[config.mk]
export PLATFORM = sky130hd
export DESIGN_NAME = ocp2axi_cpl_flat
export DESIGN_NICKNAME = d
export VERILOG_FILES = /design/src/rtl/ocp2axi_cpl_if.sv /design/src/rtl/ocp2axi_cpl.sv /design/src/flat_wrapper.sv
export SDC_FILE = /design/constraint.sdc
export NUM_CORES = 1
export LEC_CHECK = 0
export CAP_MARGIN = 20
export CORE_UTILIZATION = 30
export CTS_BUF_LIST = sky130_fd_sc_hd__clkbuf_4 sky130_fd_sc_hd__clkbuf_8
export CTS_CLUSTER_DIAMETER = 50
export DETAILED_ROUTE_END_ITERATION = 8
export HOLD_SLACK_MARGIN = 0.1
export PLACE_DENSITY = 0.48
export SYNTH_ARGS = -nofsm -noshare
export SYNTH_HDL_FRONTEND = slang
export SYNTH_SLANG_ARGS = --single-unit
[constraint.sdc]
create_clock -name clk -period 2.5 [get_ports clk]
set_clock_uncertainty 0.05 [all_clocks]
set_input_delay 0.375 -clock clk [delete_from_list [all_inputs] [get_ports clk]]
set_output_delay 0.375 -clock clk [all_outputs]
set_load 0.01 [all_outputs]
[src/rtl/ocp2axi_cpl_if.sv]
// ocp2axi_cpl_if: context, OCP response and AXI-stream TX signals of the completion builder
interface ocp2axi_cpl_if;
  logic        cpl_req_valid;
  logic        cpl_req_ready;
  logic [15:0] cpl_req_id;
  logic [7:0]  cpl_tag;
  logic [6:0]  cpl_lower_addr;
  logic [9:0]  cpl_length;
  logic [15:0] completer_id;
  logic [1:0]  ocp_sresp;
  logic [31:0] ocp_sdata;
  logic        ocp_mrespaccept;
  logic        s_axis_tvalid;
  logic        s_axis_tready;
  logic [63:0] s_axis_tdata;
  logic [7:0]  s_axis_tkeep;
  logic        s_axis_tlast;
  logic        resp_err;
  modport slave (
    input  cpl_req_valid, cpl_req_id, cpl_tag, cpl_lower_addr, cpl_length, completer_id,
    input  ocp_sresp, ocp_sdata, s_axis_tready,
    output cpl_req_ready, ocp_mrespaccept, s_axis_tvalid, s_axis_tdata, s_axis_tkeep,
    output s_axis_tlast, resp_err
  );
  modport master (
    output cpl_req_valid, cpl_req_id, cpl_tag, cpl_lower_addr, cpl_length, completer_id,
    output ocp_sresp, ocp_sdata, s_axis_tready,
    input  cpl_req_ready, ocp_mrespaccept, s_axis_tvalid, s_axis_tdata, s_axis_tkeep,
    input  s_axis_tlast, resp_err
  );
endinterface

[src/rtl/ocp2axi_cpl.sv]
// ocp2axi_cpl: turns OCP read responses into a 3DW PCIe Cpl/CplD TLP on the 64-bit AXI-stream TX FIFO
module ocp2axi_cpl (
  input logic clk,
  input logic reset,
  ocp2axi_cpl_if.slave bus
);
  localparam int FIFO_W = 64;
  localparam int DATA_W = 32;
  typedef enum logic [2:0] {IDLE, FIRST, HDR0, HDR1, GATHER, SEND, DRAIN} state_t;
  state_t              state_q;
  logic [15:0]         rid_q;
  logic [7:0]          tag_q;
  logic [6:0]          la_q;
  logic [10:0]         len_q, rem_q;
  logic                cpl_q, have_lo_q;
  logic [DATA_W-1:0]   dw_q, lo_q;
  logic                req_ready_q, accept_q, tvalid_q, tlast_q, resp_err_q;
  logic [FIFO_W-1:0]   tdata_q;
  logic [7:0]          tkeep_q;
  logic [10:0]         req_len;
  logic                resp_v, beat_done, rsp_cpl;
  logic [2:0]          rsp_status;
  logic [9:0]          len_field;
  logic [11:0]         bc;
  logic [31:0]         hdr_dw0, hdr_dw1, hdr_dw2;
  // header fields depend on the first response's status, so they are built while it is being accepted
  always_comb begin
    req_len    = bus.cpl_length == 10'd0 ? 11'd1024 : {1'b0, bus.cpl_length};
    resp_v     = bus.ocp_sresp != 2'b00 && accept_q;
    beat_done  = tvalid_q && bus.s_axis_tready;
    rsp_cpl    = bus.ocp_sresp != 2'b01;
    rsp_status = bus.ocp_sresp == 2'b01 ? 3'b000 : bus.ocp_sresp == 2'b11 ? 3'b100 : 3'b001;
    len_field  = (rsp_cpl || len_q[10]) ? 10'd0 : len_q[9:0];
    bc         = len_q[10] ? 12'd0 : {len_q[9:0], 2'b00};
    hdr_dw0    = {len_field[7:0], 6'b0, len_field[9:8], 8'h00, rsp_cpl ? 3'b000 : 3'b010, 5'b01010};
    hdr_dw1    = {bc[7:0], rsp_status, 1'b0, bc[11:8], bus.completer_id[7:0], bus.completer_id[15:8]};
    hdr_dw2    = {1'b0, la_q, tag_q, rid_q[7:0], rid_q[15:8]};
  end
  always_ff @(posedge clk) begin
    if (reset) begin
      state_q     <= IDLE;
      rid_q       <= '0;
      tag_q       <= '0;
      la_q        <= '0;
      len_q       <= '0;
      rem_q       <= '0;
      cpl_q       <= 1'b0;
      have_lo_q   <= 1'b0;
      dw_q        <= '0;
      lo_q        <= '0;
      req_ready_q <= 1'b0;
      accept_q    <= 1'b0;
      tvalid_q    <= 1'b0;
      tlast_q     <= 1'b0;
      resp_err_q  <= 1'b0;
      tdata_q     <= '0;
      tkeep_q     <= '0;
    end else begin
      resp_err_q <= 1'b0;
      case (state_q)
        IDLE: begin
          req_ready_q <= 1'b1;
          if (bus.cpl_req_valid && req_ready_q) begin
            req_ready_q <= 1'b0;
            rid_q       <= bus.cpl_req_id;
            tag_q       <= bus.cpl_tag;
            la_q        <= bus.cpl_lower_addr;
            len_q       <= req_len;
            rem_q       <= req_len;
            accept_q    <= 1'b1;
            state_q     <= FIRST;
          end
        end
        FIRST: if (resp_v) begin
          dw_q     <= bus.ocp_sdata;
          cpl_q    <= rsp_cpl;
          rem_q    <= rem_q - 11'd1;
          accept_q <= 1'b0;
          tvalid_q <= 1'b1;
          tdata_q  <= {hdr_dw1, hdr_dw0};
          tkeep_q  <= 8'hFF;
          tlast_q  <= 1'b0;
          state_q  <= HDR0;
        end
        HDR0: if (beat_done) begin
          tdata_q <= {cpl_q ? 32'h0 : dw_q, hdr_dw2};
          tkeep_q <= cpl_q ? 8'h0F : 8'hFF;
          tlast_q <= cpl_q || rem_q == 11'd0;
          state_q <= HDR1;
        end
        HDR1: if (beat_done) begin
          tvalid_q  <= 1'b0;
          tlast_q   <= 1'b0;
          have_lo_q <= 1'b0;
          if (rem_q == 11'd0) begin
            req_ready_q <= 1'b1;
            state_q     <= IDLE;
          end else begin
            accept_q <= 1'b1;
            state_q  <= cpl_q ? DRAIN : GATHER;
          end
        end
        GATHER: if (resp_v) begin
          rem_q      <= rem_q - 11'd1;
          resp_err_q <= bus.ocp_sresp[1];
          if (have_lo_q || rem_q == 11'd1) begin
            tdata_q   <= have_lo_q ? {bus.ocp_sdata, lo_q} : {32'h0, bus.ocp_sdata};
            tkeep_q   <= have_lo_q ? 8'hFF : 8'h0F;
            tlast_q   <= rem_q == 11'd1;
            tvalid_q  <= 1'b1;
            accept_q  <= 1'b0;
            have_lo_q <= 1'b0;
            state_q   <= SEND;
          end else begin
            lo_q      <= bus.ocp_sdata;
            have_lo_q <= 1'b1;
          end
        end
        SEND: if (beat_done) begin
          tvalid_q <= 1'b0;
          tlast_q  <= 1'b0;
          if (rem_q == 11'd0) begin
            req_ready_q <= 1'b1;
            state_q     <= IDLE;
          end else begin
            accept_q <= 1'b1;
            state_q  <= GATHER;
          end
        end
        DRAIN: if (resp_v) begin
          rem_q      <= rem_q - 11'd1;
          resp_err_q <= bus.ocp_sresp[1];
          if (rem_q == 11'd1) begin
            accept_q    <= 1'b0;
            req_ready_q <= 1'b1;
            state_q     <= IDLE;
          end
        end
        default: state_q <= IDLE;
      endcase
    end
  end
  assign bus.cpl_req_ready   = req_ready_q;
  assign bus.ocp_mrespaccept = accept_q;
  assign bus.s_axis_tvalid   = tvalid_q;
  assign bus.s_axis_tdata    = tdata_q;
  assign bus.s_axis_tkeep    = tkeep_q;
  assign bus.s_axis_tlast    = tlast_q;
  assign bus.resp_err        = resp_err_q;
endmodule
[src/flat_wrapper.sv]
// flat-port wrapper written by rule: the top's interface ports become plain ports
module ocp2axi_cpl_flat 
  (clk, reset, bus_cpl_req_valid, bus_cpl_req_id, bus_cpl_tag, bus_cpl_lower_addr, bus_cpl_length, bus_completer_id, bus_ocp_sresp, bus_ocp_sdata, bus_s_axis_tready, bus_cpl_req_ready, bus_ocp_mrespaccept, bus_s_axis_tvalid, bus_s_axis_tdata, bus_s_axis_tkeep, bus_s_axis_tlast, bus_resp_err);
  ocp2axi_cpl_if bus_i ();
  input logic clk;
  input logic reset;
  input wire logic [$bits(bus_i.cpl_req_valid)-1:0] bus_cpl_req_valid;
  input wire logic [$bits(bus_i.cpl_req_id)-1:0] bus_cpl_req_id;
  input wire logic [$bits(bus_i.cpl_tag)-1:0] bus_cpl_tag;
  input wire logic [$bits(bus_i.cpl_lower_addr)-1:0] bus_cpl_lower_addr;
  input wire logic [$bits(bus_i.cpl_length)-1:0] bus_cpl_length;
  input wire logic [$bits(bus_i.completer_id)-1:0] bus_completer_id;
  input wire logic [$bits(bus_i.ocp_sresp)-1:0] bus_ocp_sresp;
  input wire logic [$bits(bus_i.ocp_sdata)-1:0] bus_ocp_sdata;
  input wire logic [$bits(bus_i.s_axis_tready)-1:0] bus_s_axis_tready;
  output wire logic [$bits(bus_i.cpl_req_ready)-1:0] bus_cpl_req_ready;
  output wire logic [$bits(bus_i.ocp_mrespaccept)-1:0] bus_ocp_mrespaccept;
  output wire logic [$bits(bus_i.s_axis_tvalid)-1:0] bus_s_axis_tvalid;
  output wire logic [$bits(bus_i.s_axis_tdata)-1:0] bus_s_axis_tdata;
  output wire logic [$bits(bus_i.s_axis_tkeep)-1:0] bus_s_axis_tkeep;
  output wire logic [$bits(bus_i.s_axis_tlast)-1:0] bus_s_axis_tlast;
  output wire logic [$bits(bus_i.resp_err)-1:0] bus_resp_err;
  assign bus_i.cpl_req_valid = bus_cpl_req_valid;
  assign bus_i.cpl_req_id = bus_cpl_req_id;
  assign bus_i.cpl_tag = bus_cpl_tag;
  assign bus_i.cpl_lower_addr = bus_cpl_lower_addr;
  assign bus_i.cpl_length = bus_cpl_length;
  assign bus_i.completer_id = bus_completer_id;
  assign bus_i.ocp_sresp = bus_ocp_sresp;
  assign bus_i.ocp_sdata = bus_ocp_sdata;
  assign bus_i.s_axis_tready = bus_s_axis_tready;
  assign bus_cpl_req_ready = bus_i.cpl_req_ready;
  assign bus_ocp_mrespaccept = bus_i.ocp_mrespaccept;
  assign bus_s_axis_tvalid = bus_i.s_axis_tvalid;
  assign bus_s_axis_tdata = bus_i.s_axis_tdata;
  assign bus_s_axis_tkeep = bus_i.s_axis_tkeep;
  assign bus_s_axis_tlast = bus_i.s_axis_tlast;
  assign bus_resp_err = bus_i.resp_err;
  ocp2axi_cpl u_core (.clk(clk), .reset(reset), .bus(bus_i));
endmodule
-- Word-level counts from Yosys, hierarchy flattened
Index checks and enable logic that the tools add are counted.
- word-level logic and storage cells: 139
- output and inout bits: 77
- register bits: 199
- input bits: 95
- eq/ne operators: 23
- bitwise gates (word level): 3
- reduce and logical (&&, ||, !) cells: 32
- muxes and demuxes: 63
- $add $sub $neg: 1
- operators with widths (kind ; number):
    two-way mux 64 bit ; 5
    case mux 64 bit (3 select lines) ; 1
    two-way mux 8 bit ; 6
    two-way mux 3 bit ; 13
    two-way mux 11 bit ; 3
    two-way mux 32 bit ; 1
    != test 2 x 1 -> 1 bit, second input constant ; 13
    case mux 8 bit (3 select lines) ; 1
    two-way mux 1 bit ; 22
    case mux 11 bit (2 select lines) ; 1
    case mux 3 bit (7 select lines) ; 1
    AND reduction 9 bit ; 2
    AND reduction 5 bit ; 3
    two-way mux 12 bit ; 1
    == test 11 x 1 -> 1 bit, second input constant ; 1
    logical NOT 11 bit ; 1
    subtractor 11 x 1 -> 11 bit, second input constant ; 1
    logical NOT 10 bit ; 1
    two-way mux 10 bit ; 1
    == test 3 bit, second input constant ; 3
    AND reduction 3 bit ; 3
    nonzero test 3 bit ; 3
    == test 3 x 2 -> 1 bit, second input constant ; 2
    case mux 1 bit (3 select lines) ; 2
    19 further kinds ; 31

-- Logic depth before layout (Yosys ltp)
Gate-level depths: netlist of run 1.
- depth after elaboration: 5
- depth in mapped cells: 10
- mapped depth without buffers: 7

-- Worst setup path before layout of run 1
Ideal clock, no wire load.
- path kind: reg-to-reg
- start: register u_core.rem_q[0]
- end: register u_core.tdata_q[17], in the netlist u_core.bus.s_axis_tdata[17]
- required time: 2314 ps
- period minus slack after synthesis: 2166 ps
- stages on the path, launching flop included: 9
- setup time: 136 ps
- path buffers: 3
- slack: 334 ps
- arrival time: 1980 ps
- cell sequence: dfxtp_1 > ha_1 > or3b_2 > o31ai_4 > o211a_1 > buf_4 > buf_6 > buf_4 > a211oi_1
- word-level cells in the longest chain between the ends: 4
- RTL lines (what ; line ; RTL):
    from (decl) ; ocp2axi_cpl.sv:14 ; logic [10:0] len_q, rem_q;
    from (signal assigned) ; ocp2axi_cpl.sv:69 ; rem_q <= req_len;
    from (signal assigned) ; ocp2axi_cpl.sv:77 ; rem_q <= rem_q - 11'd1;
    from (signal assigned) ; ocp2axi_cpl.sv:104 ; rem_q <= rem_q - 11'd1;
    == test 11 x 1 -> 1 bit ; ocp2axi_cpl.sv:106 ; if (have_lo_q || rem_q == 11'd1) begin
    logical OR 1 bit ; ocp2axi_cpl.sv:106 ;
    != test 2 x 1 -> 1 bit (no line) ; - ;
    AND reduction 5 bit (no line) ; - ;
    to (signal assigned) ; ocp2axi_cpl.sv:80 ; tdata_q <= {hdr_dw1, hdr_dw0};
    to (signal assigned) ; ocp2axi_cpl.sv:86 ; tdata_q <= {cpl_q ? 32'h0 : dw_q, hdr_dw2};
    to (signal assigned) ; ocp2axi_cpl.sv:107 ; tdata_q <= have_lo_q ? {bus.ocp_sdata, lo_q} : {32'h0, bus.ocp_sdata};
    to (decl) ; ocp2axi_cpl.sv:18 ; logic [FIFO_W-1:0] tdata_q;
Every way passes these cells.
A chain may end at the register's enable or synchronous reset.

-- Worst setup path after layout of run 1
- start: register u_core.state_q[2]
- end: register u_core.rem_q[2]
- word-level cells in the longest chain between the ends: 4
- elaborated cells on any way between the ends: 10
- those cells by class: eq/ne: 5; mux: 1; reduce/logical: 4
- RTL lines (what ; line ; RTL):
    from (decl) ; ocp2axi_cpl.sv:10 ; state_t state_q;
    from (signal assigned) ; ocp2axi_cpl.sv:100 ; state_q <= cpl_q ? DRAIN : GATHER;
    == test 3 x 1 -> 1 bit / == test 3 bit (equally long branches) ; ocp2axi_cpl.sv:60 ; case (state_q)
    OR reduction 3 bit (no line) ; - ;
    != test 2 x 1 -> 1 bit (no line) / nonzero test 2 bit (equally long branches) ; - ;
    AND reduction 3 bit (no line) ; - ;
Several ways; a longest one is shown, not always the timed one.

==> metrics.yaml, run 1 <==
outcome:
  outcome: "complete, no violations"
sta:
  fmax_ghz: 0.423
  tns_ns: 0
  whs_ns: 0.369
  slew_viol_final: 0
  setup_slack_ns: 0.136
  worst_pin_slew_ns: 0.901
  setup_viol: 0
  finalCriticalPeriod_ns: 2.36
  max_slew_margin_pct: 39.3
  final-hold-violation-count: 0
  post-route-period-util_pct: 94.6
  rsz0062_at_grt: "no"
detailed_routing:
  dr.max_layer_used: "met4"
  drc: 0
  met2WireLength_um: 12700
  drt_iter0_markers: 694
  wl_met3_um: 1600
  vias_per_cell: 5.13
  firstDrtPassIters: 5
  m1WireLength_um: 15100
  vias: 8255
  wl_um: 29700
  ant_nets: 0
  wl_per_cell_um: 18.5
run:
  cap_violations: 0
floorplan:
  core_area_um2: 27700
  die_y_um: 170
  initial_core_util_pct: 30.4
  io_pins: 172
  die_area_um2: 28800
  rows: 61
  die_w_um: 170
yosys:
  synth_edf_count: 0
  synth_largest_area_cell: "dfxtp_1"
  syn-cell-area_um2: 8430
  synthArstFlopShare_pct: 0
  syn-instance-count: 1065
  synth_seq_cells: 193
  synth-main-ff-cell: "dfxtp_1"
  netlist.area_leader.share_pct: 45.8
  yosysSeqAreaShare_pct: 45.8
  yosys_warnings: 0
  synth.avg_cell_area_um2: 7.92
  synth_nets: 1162
  synth_cell_type_count: 57
  netlist_top_cells_area: "dfxtp_1 (46%), nand2_1 (12%), a21oi_1 (8.1%)"
clocking:
  cts_root_buf: "clkbuf_8"
  cts_tree: "done"
  cts.path.max_buffers: 2
  htreeDepth: 4
  clock_latency_ns: 0.46
  clkTransAtPathRegs_ns: 0.11
  cts_buffers: 17
  clock_sinks: 193
placement:
  placed_cells: 1570
  hpwl_um: 19900
  numPortBuffers: 171
  place_congestion: 0.841
  place_ws_ns: 0.0123
global_routing:
  overflow: 0
  grt_max_degree: 94
  grt_pass1_wl_um: 44200
  grt_pass1_vias: 7545
  antenna_found_initial: 1
  grt_usage_pct: 20.0
power:
  swShare_pct: 39.3
  irDropWorstVdd_mv: 0.382
  netSwitchingPower_mw: 4.51
  p_per_area_nw_per_um2: 1020
  pwr-share-comb_pct: 44.8
  intPower_mw: 6.97
  clock_power_share_pct: 18.7
  seq_power_share_pct: 36.5
  leakagePower_nw: 3.62
worst_setup_path:
  setup.worst_path.end_class: "flip-flop"
  cp_max_fo: 12
  critical_path_arrival_ns: 2.70
  cp-start-kind: "flip-flop"
  cp_data_required_time_ns: 2.83
  r2r.worst_path.cells: 6
  criticalPathCategory: "reg2reg"
layout:
  area_growth_pct: 33.1
  nFillCells: 2880
  stdcell_count: 1608
  layout.nets: 1313
  seq_area_um2: 3860
  drive_above_1_share_pct: 8.87
  multi_input_area_um2: 4150
hold_path:
  holdPathStages: 2
  hold_class: "in2reg"
## cells in the final DEF, fill, tap and decap left out, types with 3 or more instances in the layout
cell             instances
nand3_1                 14
o211ai_1                 3
a21oi_1                136
a21o_1                   6
a22oi_1                 52
a2bb2oi_1                5
nand2b_1                 4
clkdlybuf4s50_1        170
inv_1                    4
nor4_1                   3
nor2b_1                  6
nor2_1                  92
a32oi_1                  4
a221oi_1                10
inv_6                    3
o21ai_0                 20
nand3b_1                 9
clkbuf_8                19
nand2_1                273
mux2_2                   3
buf_4                   43
nor3b_1                  5
a211oi_1                12
nor3_1                  10
inv_8                    4
and3_1                   3
a311oi_1                50
o21a_1                   3
buf_12                   9
dfxtp_1                192
or3_1                    6
## critical path: stages (launching register included)
cell and delay [ns]:
dfxtp_1 0.46, nand2b_1 0.35, o21ai_0 0.77, buf_4 0.28, nand3b_1 0.08, a21o_1 0.18
a21oi_1 0.11
## area by class of cell
cell class | instances | share of cell area [%]
multi-input cells | 773 | 37.0
clock buffers | 20 | 2.40
inverters | 4 | 0.134
flip-flops and latches | 193 | 34.4
well taps | 378 | 4.21
diodes | 1 | 0.0223
repair buffers | 227 | 20.5
clock inverters | 12 | 1.27
## per-layer routing
metal  vias to the layer above  GRT usage, %
met1                      3928          30.5
met5                         -             0
met2                       246          29.1
met3                        17          3.17
met4                         0          3.84
li1                       4064             -
## power by group through the flow
stage               sequential (mW)  combinational (mW)  clock, mW
floorplan                      4.29                2.62          0
global placement               4.26                4.92          0
detailed placement             4.26                4.93          0
CTS                            4.19                4.95       2.21
global route                   4.27                5.59       2.34
finish                         4.19                5.14       2.14
## state kept, by name (all words and copies together), names as in the netlist
name	count
u_core.bus.resp_err	1
u_core.dw_q	32
u_core.cpl_q	1
u_core.bus.ocp_mrespaccept	1
u_core.bus.s_axis_tlast	1
u_core.bus.s_axis_tkeep	2
u_core.state_q	3
u_core.bus.s_axis_tdata	64
u_core.len_q	11
u_core.rid_q	16
u_core.tag_q	8
u_core.la_q	7
u_core.lo_q	32
u_core.bus.cpl_req_ready	1
u_core.rem_q	11
u_core.bus.s_axis_tvalid	1
u_core.have_lo_q	1
## synth_stat cells (all sizes together), types with 2 or more instances
master and n:
a2111oi 2, a211oi 12, a21o 6, a21oi 136
a221oi 10, a22oi 52, a2bb2oi 5, a311oi 50
a31oi 2, a32oi 4, a41oi 2, and2 3
and3 3, buf 28, clkbuf 67, dfxtp 193
ha 2, inv 4, mux2 3, mux2i 2
nand2 273, nand2b 4, nand3 15, nand3b 9
nand4 2, nor2 93, nor2b 8, nor3 12
nor3b 6, nor4 4, o211ai 3, o21a 3
o21ai 21, o32ai 2, or2 2, or3 6
or4 2, xnor2 2
## per-stage QoR
| stage | power [mW] | utilization [%] | instance area, µm² |
|---|---|---|---|
| 2_1_floorplan | 6.91 | - | 8430 |
| 3_5_place_dp | 9.20 | 38.7 | 10700 |
| 6_report | 11.5 | 40.5 | 11200 |
| 4_1_cts | 11.4 | 40.2 | 11100 |
| 3_3_place_gp | 9.18 | 38.7 | 10700 |
| 5_1_grt | 12.2 | 40.5 | 11200 |
## worst paths after layout
kind / startpoint / endpoint / slack [ns]
worst max-delay path: u_core.state_q[2] / u_core.rem_q[2] / 0.14
worst min-delay path: reset / u_core.rem_q[8] / 0.37
worst max register to register: u_core.state_q[2] / u_core.rem_q[2] / 0.14
worst min register to register: u_core.lo_q[5] / u_core.lo_q[5] / 0.41
## logic make-up after synthesis
logic type | synth area share (%)
buf+inv | 5.51
fa+ha+maj | 0.297
compound gates | 25.0
xor+xnor | 0.208
flops | 45.8
mux | 0.638
simple gates | 22.5
## what timing repair did
item,in CTS,in global routing
setup buffers,1,2
gates cloned,0,2
hold buffers,0,0
endpoints found under the setup margin,1,57
gates resized for setup,0,6
pin swaps,1,2
No activity file was read; power rests on OpenSTA's default activity.
==> run 2, diff against run 1 <==
--- a/config.mk
+++ b/config.mk
@@ -6,12 +6,13 @@
 export NUM_CORES = 1
 export LEC_CHECK = 0
 export CAP_MARGIN = 20
-export CORE_UTILIZATION = 30
+export CORE_ASPECT_RATIO = 0.5
+export CORE_UTILIZATION = 48
 export CTS_BUF_LIST = sky130_fd_sc_hd__clkbuf_4 sky130_fd_sc_hd__clkbuf_8
 export CTS_CLUSTER_DIAMETER = 50
 export DETAILED_ROUTE_END_ITERATION = 8
 export HOLD_SLACK_MARGIN = 0.1
-export PLACE_DENSITY = 0.48
+export PLACE_DENSITY = 0.75
 export SYNTH_ARGS = -nofsm -noshare
 export SYNTH_HDL_FRONTEND = slang
 export SYNTH_SLANG_ARGS = --single-unit
==> constraint.sdc (replaced) <==
create_clock -name clk -period 2 [get_ports clk]
set_clock_uncertainty 0.05 [all_clocks]
set_input_delay 0.3 -clock clk [delete_from_list [all_inputs] [get_ports clk]]
set_output_delay 0.3 -clock clk [all_outputs]
set_load 0.01 [all_outputs]
==> metrics.yaml, run 2 (same netlist as run 1, synthesis figures left out) <==
hold_path:
  hold_class: "in2reg"
  hold_end: "u_core.tag_q[1]"
  min_from: "reset"
  holdPathStages: 2  # unchanged
layout:
  final_common_cell: "nand2_1"
  nFillCells: 1309  # -55%
  drive_above_1_share_pct: 19.8  # +11 points
  final_util_pct: 73.2  # +33 points
  layout.nets: 1390  # +5.9%
  multi_input_area_um2: 4510  # +8.7%
  antenna_cells: 0  # -1
  final_cell_mix: "nand2_1 (264), dfxtp_1 (188), clkdlybuf4s50_1 (170), a21oi_1 (120), buf_4 (85)"
  seq_area_um2: 3870  # +0.19%
  area_growth_pct: 45.6
  largest_reg_flops: 64  # unchanged
detailed_routing:
  firstDrtPassIters: 6  # +1
  wl_per_cell_um: 19.3  # +4.5%
  vias: 9141  # +11%
  drt_iter0_markers: 875  # +26%
  wl_um: 29600  # -0.35%
  ant_nets: 0  # unchanged
  drc: 0  # unchanged
  vias_per_cell: 5.96  # +16%
clocking:
  cts_hold_buffers: 0  # unchanged
  clock_sinks: 193  # unchanged
  htreeDepth: 4  # unchanged
  cts_buffers: 17  # unchanged
  cts_tree: "done"
  clock_latency_ns: 0.48  # +0.02 ns
  cts.path.max_buffers: 2  # unchanged
  cts_root_buf: "clkbuf_8"
  clkTransAtPathRegs_ns: 0.12  # about the same
sta:
  tns_ns: -19.00  # -19.00 ns
  finalCriticalPeriod_ns: 2.29  # -0.0722 ns
  fmax_ghz: 0.436  # +3.2%
  post-route-period-util_pct: 115  # +20 points
  slew_viol_final: 0  # unchanged
  final-hold-violation-count: 0  # unchanged
  worst_pin_slew_ns: 0.658  # -0.243 ns
  setup_viol: 104  # +104
  max_slew_margin_pct: 56.2  # +17 points
  setup_slack_ns: -0.292  # -0.428 ns
  rsz0062_at_grt: "yes"
power:
  leakagePower_nw: 4.22  # +17%
  irDropWorstVdd_mv: 0.645  # +69%
  p_per_area_nw_per_um2: 1290  # +26%
worst_setup_path:
  cp_slowest_cell: "or3b_4"
  crit_family: "compound AO/OA/AOI/OAI gates"
  r2r_start: "u_core.rem_q[1]"
  max_stage_delay_ns: 0.42  # -0.35 ns
  rrSetupSlack_ns: -0.29  # -0.43 ns
  r2r.worst_path.cells: 9  # +3
  cp_max_fo: 8  # -4
  r2r_end: "u_core.bus.s_axis_tdata[33]"
  critical_path_arrival_ns: 2.64  # -0.06 ns
  criticalPathCategory: "reg2reg"
  worst-path-buf-inv: 3  # +2
  cp_data_required_time_ns: 2.34  # -0.49 ns
  setup.worst_path.end_class: "flip-flop"
  path_cells: "inv_2 > ha_4 > or3b_4 > o31ai_4 > o211a_4 > buf_12 > clkbuf_16 > nor2_2 > a311oi_1"
  cp-start-kind: "flip-flop"
placement:
  numPortBuffers: 171  # unchanged
  place_congestion: 0.900  # +7.0%
  place_ws_ns: -0.265  # -0.277 ns
  hpwl_um: 18700  # -6.4%
floorplan:
  rows: 33  # -46%
  core_area_um2: 16800  # -39%
  die_area_um2: 18100  # -37%
  initial_core_util_pct: 50.3  # +20 points
  io_pins: 172  # unchanged
  die_w_um: 189  # +12%
  die_y_um: 95.7  # -44%
outcome:
  outcome: "complete, but fails checks"
  violations: "negative setup slack"
global_routing:
  grt_pass1_wl_um: 43600  # -1.4%
  grt_usage_pct: 31.0  # +11 points
  grt_pass1_vias: 8239  # +9.2%
  grt_max_degree: 75  # -20%
  antenna_found_initial: 0  # -1
  overflow: 0  # unchanged
run:
  cap_violations: 0  # unchanged
## run 2: changes by cell type in the layout (fill, tap and decap cells not counted), moves of 6 or more
cell,before,now
a21oi_1,136,120
buf_12,9,23
a311oi_2,0,12
nor2_4,0,7
buf_4,43,85
a21oi_2,0,16
nor2_2,1,7
nand2_2,0,7
nor2_1,92,79
a311oi_1,50,38
nand2_1,273,264
buf_6,2,15
## run 2: power by group
part	total, mW	leakage (nW)	internal, mW	switching [mW]
Clock	2.57	0.200	0.957	1.61
Sequential	5.22	1.57	4.64	0.582
Combinational	8.05	2.45	4.05	4.00
## run 2: layer usage
layer / global-route usage [%] / wire length (µm)
met5: 0 / 0
met4: 10.8 / 772
met3: 5.40 / 2460
met2: 51.5 / 13800
met1: 41.3 / 12500
## run 2: worst reg2reg max path, cell delays in order (launching register included)
cell,delay (ns)
dfxtp_2,0.34
inv_2,0.07
ha_4,0.12
or3b_4,0.42
o31ai_4,0.33
o211a_4,0.32
buf_12,0.16
clkbuf_16,0.17
nor2_2,0.04
a311oi_1,0.19
## run 2: final cells by class
| class | count | share of cell area (%) |
|---|---|---|
| repair buffers | 304 | 26.1 |
| clock buffers | 18 | 2.02 |
| flip-flops and latches | 193 | 31.5 |
| clock inverters | 14 | 1.12 |
| well taps | 227 | 2.31 |
| inverters | 4 | 0.122 |
| multi-input cells | 773 | 36.7 |
## run 2: worst max-delay path by stage
| stage | from | end | cells after the start |
|---|---|---|---|
| finish | u_core.rem_q[1] | u_core.bus.s_axis_tdata[33] | 9 |
| global route | u_core.rem_q[1] | u_core.bus.s_axis_tdata[1] | 9 |
| CTS | u_core.rem_q[9] | u_core.bus.s_axis_tdata[15] | 6 |
| detailed placement | bus_ocp_sresp[0] | u_core.bus.s_axis_tdata[51] | 7 |
| global placement | u_core.rem_q[1] | u_core.state_q[1] | 8 |
| floorplan | u_core.rem_q[1] | u_core.bus.s_axis_tkeep[6] | 10 |
## run 2: timing repair
action | in CTS | in global routing
resized for setup | 38 | 78
endpoints found under the hold margin | 0 | 0
gates cloned | 5 | 7
setup endpoints to repair | 107 | 107
setup buffers | 14 | 12
pin swaps | 12 | 41
## run 2: stage by stage
step                      area (µm²)  total power, mW  std cells  hold WS (ns)
after floorplan                 8460             8.64       1065         0.377
after global placement         11000             11.8       1467         0.391
after detailed placement       11000             11.9       1467         0.396
after CTS                      11800             14.8       1518         0.214
after global routing           12300             16.6       1533         0.246
final                          12300             15.8       1533         0.224
